[config.mk]
export PLATFORM = sky130hd
export DESIGN_NAME = tick_scheduler
export DESIGN_NICKNAME = d
export VERILOG_FILES = /design/src/rtl/tick_sched_pkg.sv /design/src/rtl/tick_prescaler.sv /design/src/rtl/tick_scheduler.sv
export SDC_FILE = /design/constraint.sdc
export NUM_CORES = 1
export LEC_CHECK = 0
export ABC_AREA = 1
export CAP_MARGIN = 20
export CORE_MARGIN = 4
export CORE_UTILIZATION = 65
export CTS_CLUSTER_DIAMETER = 150
export DETAILED_ROUTE_END_ITERATION = 12
export HOLD_SLACK_MARGIN = 0.12
export PLACE_DENSITY = 0.81
export RECOVER_POWER = 50
export REMOVE_ABC_BUFFERS = 1
export SETUP_SLACK_MARGIN = 0.05
export SYNTH_ARGS = -nofsm -noshare
export SYNTH_HDL_FRONTEND = slang
export SYNTH_HIERARCHICAL = 1
export SYNTH_SLANG_ARGS = --single-unit
[constraint.sdc]
create_clock -name clk -period 7.2 [get_ports clk]
set_input_delay 1.44 -clock clk [delete_from_list [all_inputs] [get_ports clk]]
set_output_delay 1.44 -clock clk [all_outputs]
set_load 0.01 [all_outputs]
[src/rtl/tick_sched_pkg.sv]
// -----------------------------------------------------------------------------
// tick_sched_pkg
// Shared types and constants for the tick_scheduler slice.
//   sched_state_t  : scan FSM state (IDLE, SCAN)
//   MODE_ONESHOT   : channel fires once, then goes inactive
//   MODE_PERIODIC  : channel reloads its period after each tick
//   DEF_*          : default parameter values for the top level
// -----------------------------------------------------------------------------
package tick_sched_pkg;

   typedef enum logic {
      IDLE = 1'b0,
      SCAN = 1'b1
   } sched_state_t;

   localparam logic MODE_ONESHOT  = 1'b0;
   localparam logic MODE_PERIODIC = 1'b1;

   localparam int unsigned DEF_PRESCALE = 100000;  // 1 kHz base tick at 100 MHz
   localparam int unsigned DEF_NUM_CH   = 4;
   localparam int unsigned DEF_PERIOD_W = 16;

endpackage

[src/rtl/tick_prescaler.sv]
// -----------------------------------------------------------------------------
// tick_prescaler
// Shared base-tick generator. Counts 0..PRESCALE-1 and wraps; base_tick is a
// registered one-cycle pulse in the cycle after the count reaches PRESCALE-1.
// Ports:
//   clk        in   system clock
//   rst        in   synchronous active-low reset
//   base_tick  out  one-cycle pulse every PRESCALE cycles
// -----------------------------------------------------------------------------
module tick_prescaler
   import tick_sched_pkg::*;
#(
   parameter int unsigned PRESCALE = DEF_PRESCALE
) (
   input  logic clk,
   input  logic rst,
   output logic base_tick
);

   localparam int unsigned CNT_W = (PRESCALE > 1) ? $clog2(PRESCALE) : 1;

   logic [CNT_W-1:0] cnt_q;
   logic             wrap;

   assign wrap = (cnt_q == CNT_W'(PRESCALE - 1));

   // NOTE: clocked state uses non-blocking assignments so every register
   // samples its inputs from the same edge regardless of statement order.
   always_ff @(posedge clk) begin
      if (!rst) begin
         cnt_q     <= '0;
         base_tick <= 1'b0;
      end else begin
         base_tick <= wrap;
         cnt_q     <= wrap ? '0 : cnt_q + CNT_W'(1);
      end
   end

endmodule

[src/rtl/tick_scheduler.sv]
// -----------------------------------------------------------------------------
// tick_scheduler
// Multi-channel one-shot / periodic tick controller. One shared prescaler
// produces base ticks; on each base tick a small FSM walks the channels once,
// decrementing each active channel's remaining count with one shared
// decrementer and pulsing tick[i] when it expires.
// Optional feature macro: TICK_SCHED_RDBK_EN adds rd_ch / rd_remain readback.
// Ports:
//   clk, rst     clock, synchronous active-low reset
//   cfg_valid    config write request
//   cfg_ready    high in IDLE; writes stall during a scan
//   cfg_ch       target channel
//   cfg_start    1 = start/restart, 0 = stop (period 0 also stops)
//   cfg_mode     0 = one-shot, 1 = periodic
//   cfg_period   period in base ticks
//   base_tick    one-cycle pulse every PRESCALE cycles
//   tick         per-channel one-cycle expiry pulse
//   busy         per-channel active flag (registered)
//   rd_ch        (TICK_SCHED_RDBK_EN) channel to read back
//   rd_remain    (TICK_SCHED_RDBK_EN) remain[rd_ch], one-cycle latency
// -----------------------------------------------------------------------------
module tick_scheduler
   import tick_sched_pkg::*;
#(
   parameter  int unsigned PRESCALE = DEF_PRESCALE,  // must be >= NUM_CH+2
   parameter  int unsigned NUM_CH   = DEF_NUM_CH,
   parameter  int unsigned PERIOD_W = DEF_PERIOD_W,
   localparam int unsigned CH_W     = (NUM_CH > 1) ? $clog2(NUM_CH) : 1
) (
   input  logic                clk,
   input  logic                rst,
   input  logic                cfg_valid,
   output logic                cfg_ready,
   input  logic [CH_W-1:0]     cfg_ch,
   input  logic                cfg_start,
   input  logic                cfg_mode,
   input  logic [PERIOD_W-1:0] cfg_period,
   output logic                base_tick,
   output logic [NUM_CH-1:0]   tick,
   output logic [NUM_CH-1:0]   busy
`ifdef TICK_SCHED_RDBK_EN
   ,
   input  logic [CH_W-1:0]     rd_ch,
   output logic [PERIOD_W-1:0] rd_remain
`endif
);

   sched_state_t        state_q, state_d;
   logic [CH_W-1:0]     idx_q, idx_d;
   logic                cfg_fire;

   logic [NUM_CH-1:0]   active_q;
   logic [NUM_CH-1:0]   mode_q;
   logic [PERIOD_W-1:0] period_q [NUM_CH];
   logic [PERIOD_W-1:0] remain_q [NUM_CH];

   tick_prescaler #(
      .PRESCALE (PRESCALE)
   ) u_prescaler (
      .clk       (clk),
      .rst       (rst),
      .base_tick (base_tick)
   );

   // Writes are only accepted outside a scan, so a write and the decrementer
   // never touch channel state in the same cycle.
   assign cfg_ready = (state_q == IDLE);
   assign cfg_fire  = cfg_valid && cfg_ready;

   // ---------------- scan FSM ----------------
   always_ff @(posedge clk) begin
      if (!rst) begin
         state_q <= IDLE;
         idx_q   <= '0;
      end else begin
         state_q <= state_d;
         idx_q   <= idx_d;
      end
   end

   // NOTE: every signal written here gets a default first, so no path leaves
   // it unassigned and no latch is inferred.
   always_comb begin
      state_d = state_q;
      idx_d   = idx_q;
      unique case (state_q)
         IDLE: begin
            if (base_tick) begin
               state_d = SCAN;
               idx_d   = '0;
            end
         end
         SCAN: begin
            if (idx_q == CH_W'(NUM_CH - 1)) begin
               state_d = IDLE;
               idx_d   = '0;
            end else begin
               idx_d = idx_q + CH_W'(1);
            end
         end
         default: begin
            state_d = IDLE;
            idx_d   = '0;
         end
      endcase
   end

   // ---------------- channel state, decrementer, outputs ----------------
   // NOTE: the channel arrays are plain registers, not RAM, and are reset so
   // that no channel can come out of reset active with a stale count.
   always_ff @(posedge clk) begin
      if (!rst) begin
         active_q <= '0;
         mode_q   <= '0;
         tick     <= '0;
         busy     <= '0;
         for (int i = 0; i < int'(NUM_CH); i++) begin
            period_q[i] <= '0;
            remain_q[i] <= '0;
         end
      end else begin
         tick <= '0;
         busy <= active_q;

         if (cfg_fire) begin
            if (cfg_start && (cfg_period != '0)) begin
               // Restart discards any count already in flight.
               period_q[cfg_ch] <= cfg_period;
               remain_q[cfg_ch] <= cfg_period;
               mode_q[cfg_ch]   <= cfg_mode ? MODE_PERIODIC : MODE_ONESHOT;
               active_q[cfg_ch] <= 1'b1;
            end else begin
               active_q[cfg_ch] <= 1'b0;
               remain_q[cfg_ch] <= '0;
            end
         end else if ((state_q == SCAN) && active_q[idx_q]) begin
            if (remain_q[idx_q] == PERIOD_W'(1)) begin
               tick[idx_q] <= 1'b1;
               if (mode_q[idx_q] == MODE_PERIODIC) begin
                  // Reloading at expiry keeps the period drift-free.
                  remain_q[idx_q] <= period_q[idx_q];
               end else begin
                  active_q[idx_q] <= 1'b0;
               end
            end else begin
               remain_q[idx_q] <= remain_q[idx_q] - PERIOD_W'(1);
            end
         end
      end
   end

`ifdef TICK_SCHED_RDBK_EN
   always_ff @(posedge clk) begin
      if (!rst) begin
         rd_remain <= '0;
      end else begin
         rd_remain <= remain_q[rd_ch];
      end
   end
`endif

endmodule

Yosys cells after proc, flatten, opt, wreduce, memory -nomap -nowiden:

Memories as Yosys holds them, arrays and structs flattened. A register that Yosys moved wholly into a read port is not among the register bits.
Index checks and enable logic that the tools add are counted.

* add/sub/neg operators: 3
* multiply operators: 0
* divide/modulo/power cells: 0
* $lt $le $gt $ge: 4
* equal/unequal tests: 5
* shift operators: 0
* multiplexer cells: 56
* bitwise operators: 11
* reduce and logical (&&, ||, !) cells: 15

Operators by type and width (number)
* two-way mux 16 bit: 5
* OR reduction 16 bit: 3
* two-way mux 1 bit: 30
* two-way mux 4 bit: 5
* two-way mux 2 bit: 9
* adder 17 x 1 -> 17 bit, second input constant: 1
* == test 17 bit, second input constant: 1
* == test 16 x 1 -> 1 bit, second input constant: 1
* nonzero test 16 bit: 1
* subtractor 16 x 1 -> 16 bit, second input constant: 1
* bitwise AND 4 bit: 2
* NOT 4 bit: 2
* < comparator 2 x 3 -> 1 bit, second input constant: 2
* logical AND 1 bit: 5
* binary-select mux 1 bit (select 2 bit): 2
* bitwise mux 4 bit: 1
* demux 1 bit (select 2 bit): 2
* >= comparator 2 x 1 -> 1 bit, second input constant: 2
* NOT 1 bit: 4
* bitwise OR 4 bit: 1
* case mux 2 bit (2 select lines): 1
* nonzero test 2 bit: 2
* OR reduction 4 bit: 1
* AND reduction 3 bit: 1
* 8 further kinds: 9

* register bits: 37
* latch bits: 0
* RAM bits: 128
* ROM bits: 0
* input port bits: 23
* memories kept: 2

Memory list
* period_q: depth 4, width 16, read ports 1, clocked after memory_dff 1, write ports 4, RTL line tick_scheduler.sv:54 `logic [PERIOD_W-1:0] period_q [NUM_CH];`
* remain_q: depth 4, width 16, read ports 1, clocked after memory_dff 1, write ports 4, RTL line tick_scheduler.sv:55 `logic [PERIOD_W-1:0] remain_q [NUM_CH];`

Longest topological paths before layout:

Gate-level depths: netlist of run 1.

* word-level depth: 11
* mapped depth: 19
* mapped depth without buffers: 16

Modules after synthesis:

The synthesis of run 1 kept the hierarchy.

By module, submodules not included
* tick_scheduler: instances 1, cells an instance 840, area each 7434.6 um2, seq. area each 4264.1 um2
* tick_prescaler: instances 1, cells an instance 142, area each 955.9 um2, seq. area each 360.3 um2

Worst setup path before layout of run 1:

OpenSTA, ideal clock, no wires.

* kind: in2reg
* start: input port rst
* end: memory remain_q[3][0] in the netlist's numbering, enable pin
* library setup time: 0.389 ns
* arrival: 3.408 ns
* path slack: 3.403 ns
* stages on the path: 10
* cells stage by stage: clkbuf_1 clkinv_1 nor2_1 nand4_2 nand2_2 inv_1 buf_2 nand2_1 nand2_1 nor2_1

RTL lines
* start, declared: RTL line tick_scheduler.sv:31 `input logic rst,`
* end, declared: RTL line tick_scheduler.sv:55

==> results.py, run 1 <==
metrics = {
    "run_status": {
        "status": "complete, but fails checks",
        "violations": "max-capacitance violations, max-slew violations",
    },
    "worst_setup_path": {
        "reg2reg_to": "remain_q[2][15]",
        "rrSetupSlack_ns": 1.69,
        "crit_fanout": 42,
        "slowest_stage": "clkbuf_1",
        "r2r_cells": 16,
        "end_kind": "flip-flop",
        "cpMostUsedCell": "nand2_1",
        "cp.required_ns": 7.21,
        "path_class": "reg -> reg",
        "crit_chain": "inv_2, clkbuf_1, nand2_1, nand3_1, nand2_1, inv_1, ha_1, nand2_1, nor2_1, nand2_1, o21bai_2, nand2_2, nand2_1, nand2_1, nand2_4, nand2_1",
        "critPathMaxStageDelay_ns": 1.39,
        "cp_data_arrival_time_ns": 5.51,
        "start_kind": "flip-flop",
    },
    "pwr": {
        "power.density_nw_per_um2": 224,
        "power_leakage_nw": 3.86,
        "peakVddDrop_v": 0.000155,
        "finalPower_mw": 2.08,
    },
    "die": {
        "dieWidth_um": 122,
        "initial_utilization_pct": 66.5,
        "dieArea_um2": 14800,
        "core_area_um2": 12600,
        "rows": 41,
        "die_y_um": 122,
        "ioPinCount": 33,
    },
    "placed_design": {
        "routabilityCongestion": 0.953,
        "io_buffers": 32,
        "place_hpwl_mm": 12.9,
    },
    "logic_synthesis": {
        "synthDistinctLibCells": 34,
        "synth_flop_cell": "edfxtp_1",
        "async_flop_share_pct": 0,
        "synth_seq_cells": 167,
        "synth_enable_flop_cells": 128,
        "netlist_area_um2": 8390,
        "syn_inst": 982,
        "ys_warn_count": 6,
        "ys_seq_area_share_pct": 55.1,
        "avgSynthCellArea_um2": 8.54,
    },
    "finish": {
        "fin_nets": 1032,
        "multiInputGateArea_um2": 3160,
        "regArea_um2": 4620,
        "drive_above_1_share_pct": 9.56,
        "num_antenna_cells": 0,
        "mostFrequentLayoutCells": "260 x nand2_1, 173 x nor2_1, 128 x edfxtp_1",
        "final_common_cell": "nand2_1",
        "syn_to_final_growth_pct": 10.5,
        "n_fill_cell": 958,
    },
    "clocking": {
        "cts_buffers": 17,
        "clock_tree.buffer_depth": 2,
        "clkTransAtPathRegs_ns": 0.06,
        "cts_tree": "yes",
        "clock_sinks": 167,
        "cts_setup_buffers": 0,
        "htreeDepth": 4,
        "ctsHoldBuffers": 0,
        "clk_latency_ns": 0.42,
        "root_buffer": "clkbuf_16",
        "ctsResizeCount": 0,
    },
    "sta": {
        "timing.setup.tns_ns": 0,
        "max_slew_margin_pct": -25.6,
        "rsz0062_at_grt": "false",
        "hold_viol": 0,
        "period_minus_slack_ns": 5.51,
        "fin_worst_skew_ns": 0.00729,
        "slew_violations": 43,
        "worst_pin_slew_ns": 1.88,
        "max_clock_freq_mhz": 182,
        "finalSetupViolCount": 0,
        "fin_crit_sh_pct": 76.5,
    },
    "grt": {
        "grtUsageTotal_pct": 27.4,
        "grt_first_pass_wirelength_mm": 31.3,
        "grt_overflow": 0,
        "antenna_found_initial": 0,
        "grt_pass1_vias": 6378,
        "grt_max_degree": 65,
    },
    "routing": {
        "ant_nets": 0,
        "viasPerCell": 5.65,
        "wl_per_cell_um": 16.2,
        "dr_total_vias": 6704,
        "drt_wl_total_mm": 19.3,
        "drtIter0Drc": 684,
        "drc_errors": 0,
        "dr.pass1.iters": 5,
    },
    "min_path": {
        "hold_end": "mode_q[3]",
        "min_from": "mode_q[3]",
        "worstHoldPathType": "reg -> reg",
        "min_delay_path_depth": 2,
    },
    "run": {
        "maxCapViolCount": 1,
    },
}
==> registers in the layout, summed over array words and instances (netlist names), named ones only <==
signal,cells
tick,4
idx_q,2
u_prescaler/base_tick,1
state_q,1
u_prescaler/cnt_q,17
busy,4
mode_q,4
remain_q,64
period_q,64
==> worst max-delay path by stage <==
stage                     startpoint              end  slack [ns]  depth (start not counted)
final                      flip-flop  remain_q[2][15]        1.69                         16
after global routing       flip-flop   remain_q[2][6]        1.15                         16
after CTS                        rst   remain_q[2][4]        2.47                          9
after detailed placement         rst   remain_q[2][8]        2.01                          9
after global placement           rst   remain_q[2][7]        2.14                          9
after floorplan            flip-flop   remain_q[3][0]        2.40                         13
==> cell usage after synthesis (all sizes together), types with 6 or more instances <==
master / instances / area [um^2]
nor2: 206 / 866
ha: 7 / 87.6
xnor2: 6 / 52.6
clkbuf: 12 / 45.0
a21oi: 14 / 73.8
dfxtp: 39 / 781
nand2: 283 / 1150
edfxtp: 128 / 3840
nand4: 10 / 68.8
inv: 91 / 342
buf: 23 / 198
nand3: 78 / 400
o22ai: 15 / 93.8
o21ai: 52 / 260
==> report_power, final <==
| part | internal [mW] | switching (mW) | total (mW) |
|---|---|---|---|
| sequential | 1.08 | 0.0113 | 1.09 |
| clock | 0.513 | 0.359 | 0.873 |
| combinational | 0.0340 | 0.0841 | 0.118 |
| total | 1.63 | 0.455 | 2.08 |
==> stage by stage <==
step	setup WS, ns	std cells	hold slack (ns)	cell area, um^2	util (%)
after global placement	2.14	1155	0.432	8710	69.1
after CTS	2.47	1187	0.453	9290	73.6
after detailed placement	2.01	1155	0.444	8710	69.1
final	1.69	1187	0.453	9270	73.5
after floorplan	2.40	947	0.420	8150	-
after global routing	1.15	1187	0.472	9270	73.5
==> routing by layer <==
layer	vias up	track usage, %	share of wire, %
li1	3228	-	-
met1	3117	36.7	41
met2	308	43.1	48
met3	51	4.87	7.7
met4	0	14.4	3.4
met5	-	0	0
==> final cells by class <==
cell class	instances	share of cell area, %
timing repair buffer	36	3.74
sequential	167	49.9
tap	172	2.32
multi-input combinational	685	34.1
clock inverter	6	0.405
inverter	95	3.85
clock buffer	26	5.76
==> worst max-delay path, delay by kind of cell, from the launching register on <==
kind                     cells  cell delay, ns
AO/OA/AOI/OAI                1            0.62
adder cells (fa/ha/maj)      1            0.13
buffers and inverters        3            1.79
flip-flops                   1            0.32
AND/OR/NAND/NOR             11            2.18
==> kinds of logic after synthesis <==
| logic type | synth area share [%] |
|---|---|
| and+or+nand+nor | 30.1 |
| DFF | 55.1 |
| buffers and inverters | 7.14 |
| AOI/OAI and AO/OA | 5.59 |
| xor gates and xnor gates | 1.04 |
| adders and majority gates | 1.04 |
Power figures use the tool's default switching activity.
==> run 2, diff against run 1 <==
--- a/config.mk
+++ b/config.mk
@@ -8,11 +8,11 @@
 export ABC_AREA = 1
 export CAP_MARGIN = 20
 export CORE_MARGIN = 4
-export CORE_UTILIZATION = 65
+export CORE_UTILIZATION = 61
 export CTS_CLUSTER_DIAMETER = 150
 export DETAILED_ROUTE_END_ITERATION = 12
 export HOLD_SLACK_MARGIN = 0.12
-export PLACE_DENSITY = 0.81
+export PLACE_DENSITY = 0.77
 export RECOVER_POWER = 50
 export REMOVE_ABC_BUFFERS = 1
 export SETUP_SLACK_MARGIN = 0.05
==> constraint.sdc (replaced) <==
create_clock -name clk -period 5.75 [get_ports clk]
set_input_delay 1.15 -clock clk [delete_from_list [all_inputs] [get_ports clk]]
set_output_delay 1.15 -clock clk [all_outputs]
set_load 0.01 [all_outputs]
==> results.py, run 2 (same netlist as run 1, synthesis figures left out) <==
metrics = {
    "run_status": {
        "status": "finished clean",
    },
    "finish": {
        "fin_nets": 1035,
        "reg.largest.list": "period_q (64), remain_q (64), u_prescaler/cnt_q (17)",
        "final_common_cell": "nand2_1",
        "syn_to_final_growth_pct": 11.9,
        "mostFrequentLayoutCells": "260 x nand2_1, 174 x nor2_1, 128 x edfxtp_1",
        "drive_above_1_share_pct": 9.92,
        "num_antenna_cells": 0,
        "n_fill_cell": 1048,
    },
    "grt": {
        "grt_use_met1_pct": 34.4,
        "grt_first_pass_wirelength_mm": 32.7,
        "grtUsageMet3_pct": 5.93,
        "grt_use_met2_pct": 43.1,
        "antenna_found_initial": 0,
        "grt_pass1_vias": 6458,
        "grt_overflow": 0,
        "grtUsageTotal_pct": 26.3,
        "top_usage_layer": "met2",
        "grt_max_degree": 65,
    },
    "die": {
        "rows": 42,
        "dieWidth_um": 125,
        "ioPinCount": 33,
        "core_area_um2": 13300,
        "dieArea_um2": 15700,
        "initial_utilization_pct": 62.9,
        "die_y_um": 125,
    },
    "clocking": {
        "cts_tree": "yes",
        "clk_latency_ns": 0.43,
        "root_buffer": "clkbuf_16",
        "ctsHoldBuffers": 0,
        "clock_sinks": 167,
        "htreeDepth": 4,
        "clock_tree.buffer_depth": 2,
        "cts_buffers": 17,
        "cts_setup_buffers": 0,
        "ctsResizeCount": 0,
        "clkTransAtPathRegs_ns": 0.06,
    },
    "sta": {
        "max_clock_freq_mhz": 230,
        "hold_viol": 0,
        "timing.setup.tns_ns": 0,
        "period_minus_slack_ns": 4.34,
        "max_slew_margin_pct": 43.5,
        "fin_crit_sh_pct": 75.5,
        "rsz0062_at_grt": "false",
        "worst_pin_slew_ns": 0.845,
        "slew_violations": 0,
        "finalSetupViolCount": 0,
        "fin_worst_skew_ns": 0.00745,
    },
    "placed_design": {
        "place_hpwl_mm": 13.4,
        "io_buffers": 32,
        "routabilityCongestion": 0.943,
    },
    "pwr": {
        "seq_power_share_pct": 49.3,
        "clkPwrFrac_pct": 45.2,
        "power.density_nw_per_um2": 295,
        "peakVddDrop_v": 0.000211,
        "pwr-share-comb_pct": 5.4,
        "switching_share_pct": 21.7,
        "intPower_mw": 2.17,
        "power_leakage_nw": 3.90,
        "finalPower_mw": 2.77,
        "power.switching_mw": 0.600,
    },
    "routing": {
        "drc_errors": 0,
        "dr.pass1.iters": 6,
        "dr_total_vias": 6759,
        "drt_wl_total_mm": 20.2,
        "viasPerCell": 5.66,
        "ant_nets": 0,
        "drtIter0Drc": 848,
        "wl_per_cell_um": 16.9,
    },
    "worst_setup_path": {
        "crit_fanout": 64,
        "cp.required_ns": 5.77,
        "path_class": "reg -> reg",
        "cp_data_arrival_time_ns": 4.36,
        "end_kind": "flip-flop",
        "start_kind": "flip-flop",
    },
    "min_path": {
        "worstHoldPathType": "reg -> reg",
    },
    "run": {
        "maxCapViolCount": 0,
    },
}
## run 2: cell count changes in the layout (fill, tap and decap cells not counted), sizes merged
cell / previous run / this run
inv: 92 / 93
bufinv: 0 / 5
buf: 3 / 6
clkbuf: 27 / 19
clkinvlp: 0 / 2
## run 2: metrics by stage
step                util [%]  setup WS, ns  instance area [um^2]  hold WS [ns]  std cells
floorplan                  -         0.949                  8150         0.420        947
global placement        65.4          1.37                  8730         0.435       1161
detailed placement      65.4          1.27                  8730         0.434       1161
CTS                     70.3          1.25                  9390         0.443       1193
global route            70.3         0.956                  9390         0.476       1194
finish                  70.3          1.41                  9390         0.444       1194
## run 2: power groups by stage
stage / clock network (mW) / logic [mW] / registers (mW)
global placement: 0 / 0.147 / 1.39
floorplan: 0 / 0.0907 / 1.39
finish: 1.25 / 0.151 / 1.37
CTS: 1.25 / 0.151 / 1.37
global route: 1.31 / 0.167 / 1.37
detailed placement: 0 / 0.149 / 1.39
## run 2: critical path, cell delays in order, from the launching register on
cell and delay, ns:
dfxtp_1 0.34, buf_4 0.56, nand2_1 0.12, nand3_1 0.12, nand2_1 0.12, inv_1 0.08
ha_1 0.13, nand2_1 0.07, nor2_1 0.12, nand2_1 0.09, o21bai_2 0.67, nand2_2 0.44
nand2_1 0.15, nand2_1 0.15, nand2_4 0.26, nand2_1 0.48
## run 2: path summary, 6_finish.rpt
path	startpoint	endpoint	slack [ns]	cells after the start
max	flip-flop	remain_q[2][9]	1.41	15
min	mode_q[3]	mode_q[3]	0.44	2
max reg2reg	flip-flop	remain_q[2][9]	1.41	15
min reg2reg	mode_q[3]	mode_q[3]	0.44	2
## run 2: layer usage
layer / vias up / part of all wire, %
li1: 3238 / -
met1: 3146 / 40
met2: 328 / 48
met3: 47 / 8.9
met4: 0 / 2.5
met5: - / 0
## run 2: final cells by class
type	instances	area, um^2	area share (%)
clock buffer	18	429	4.57
clock inverter	14	221	2.36
inverter	95	357	3.80
multi-input combinational	685	3150	33.6
sequential	167	4620	49.3
tap	176	220	2.35
timing repair buffer	39	382	4.07
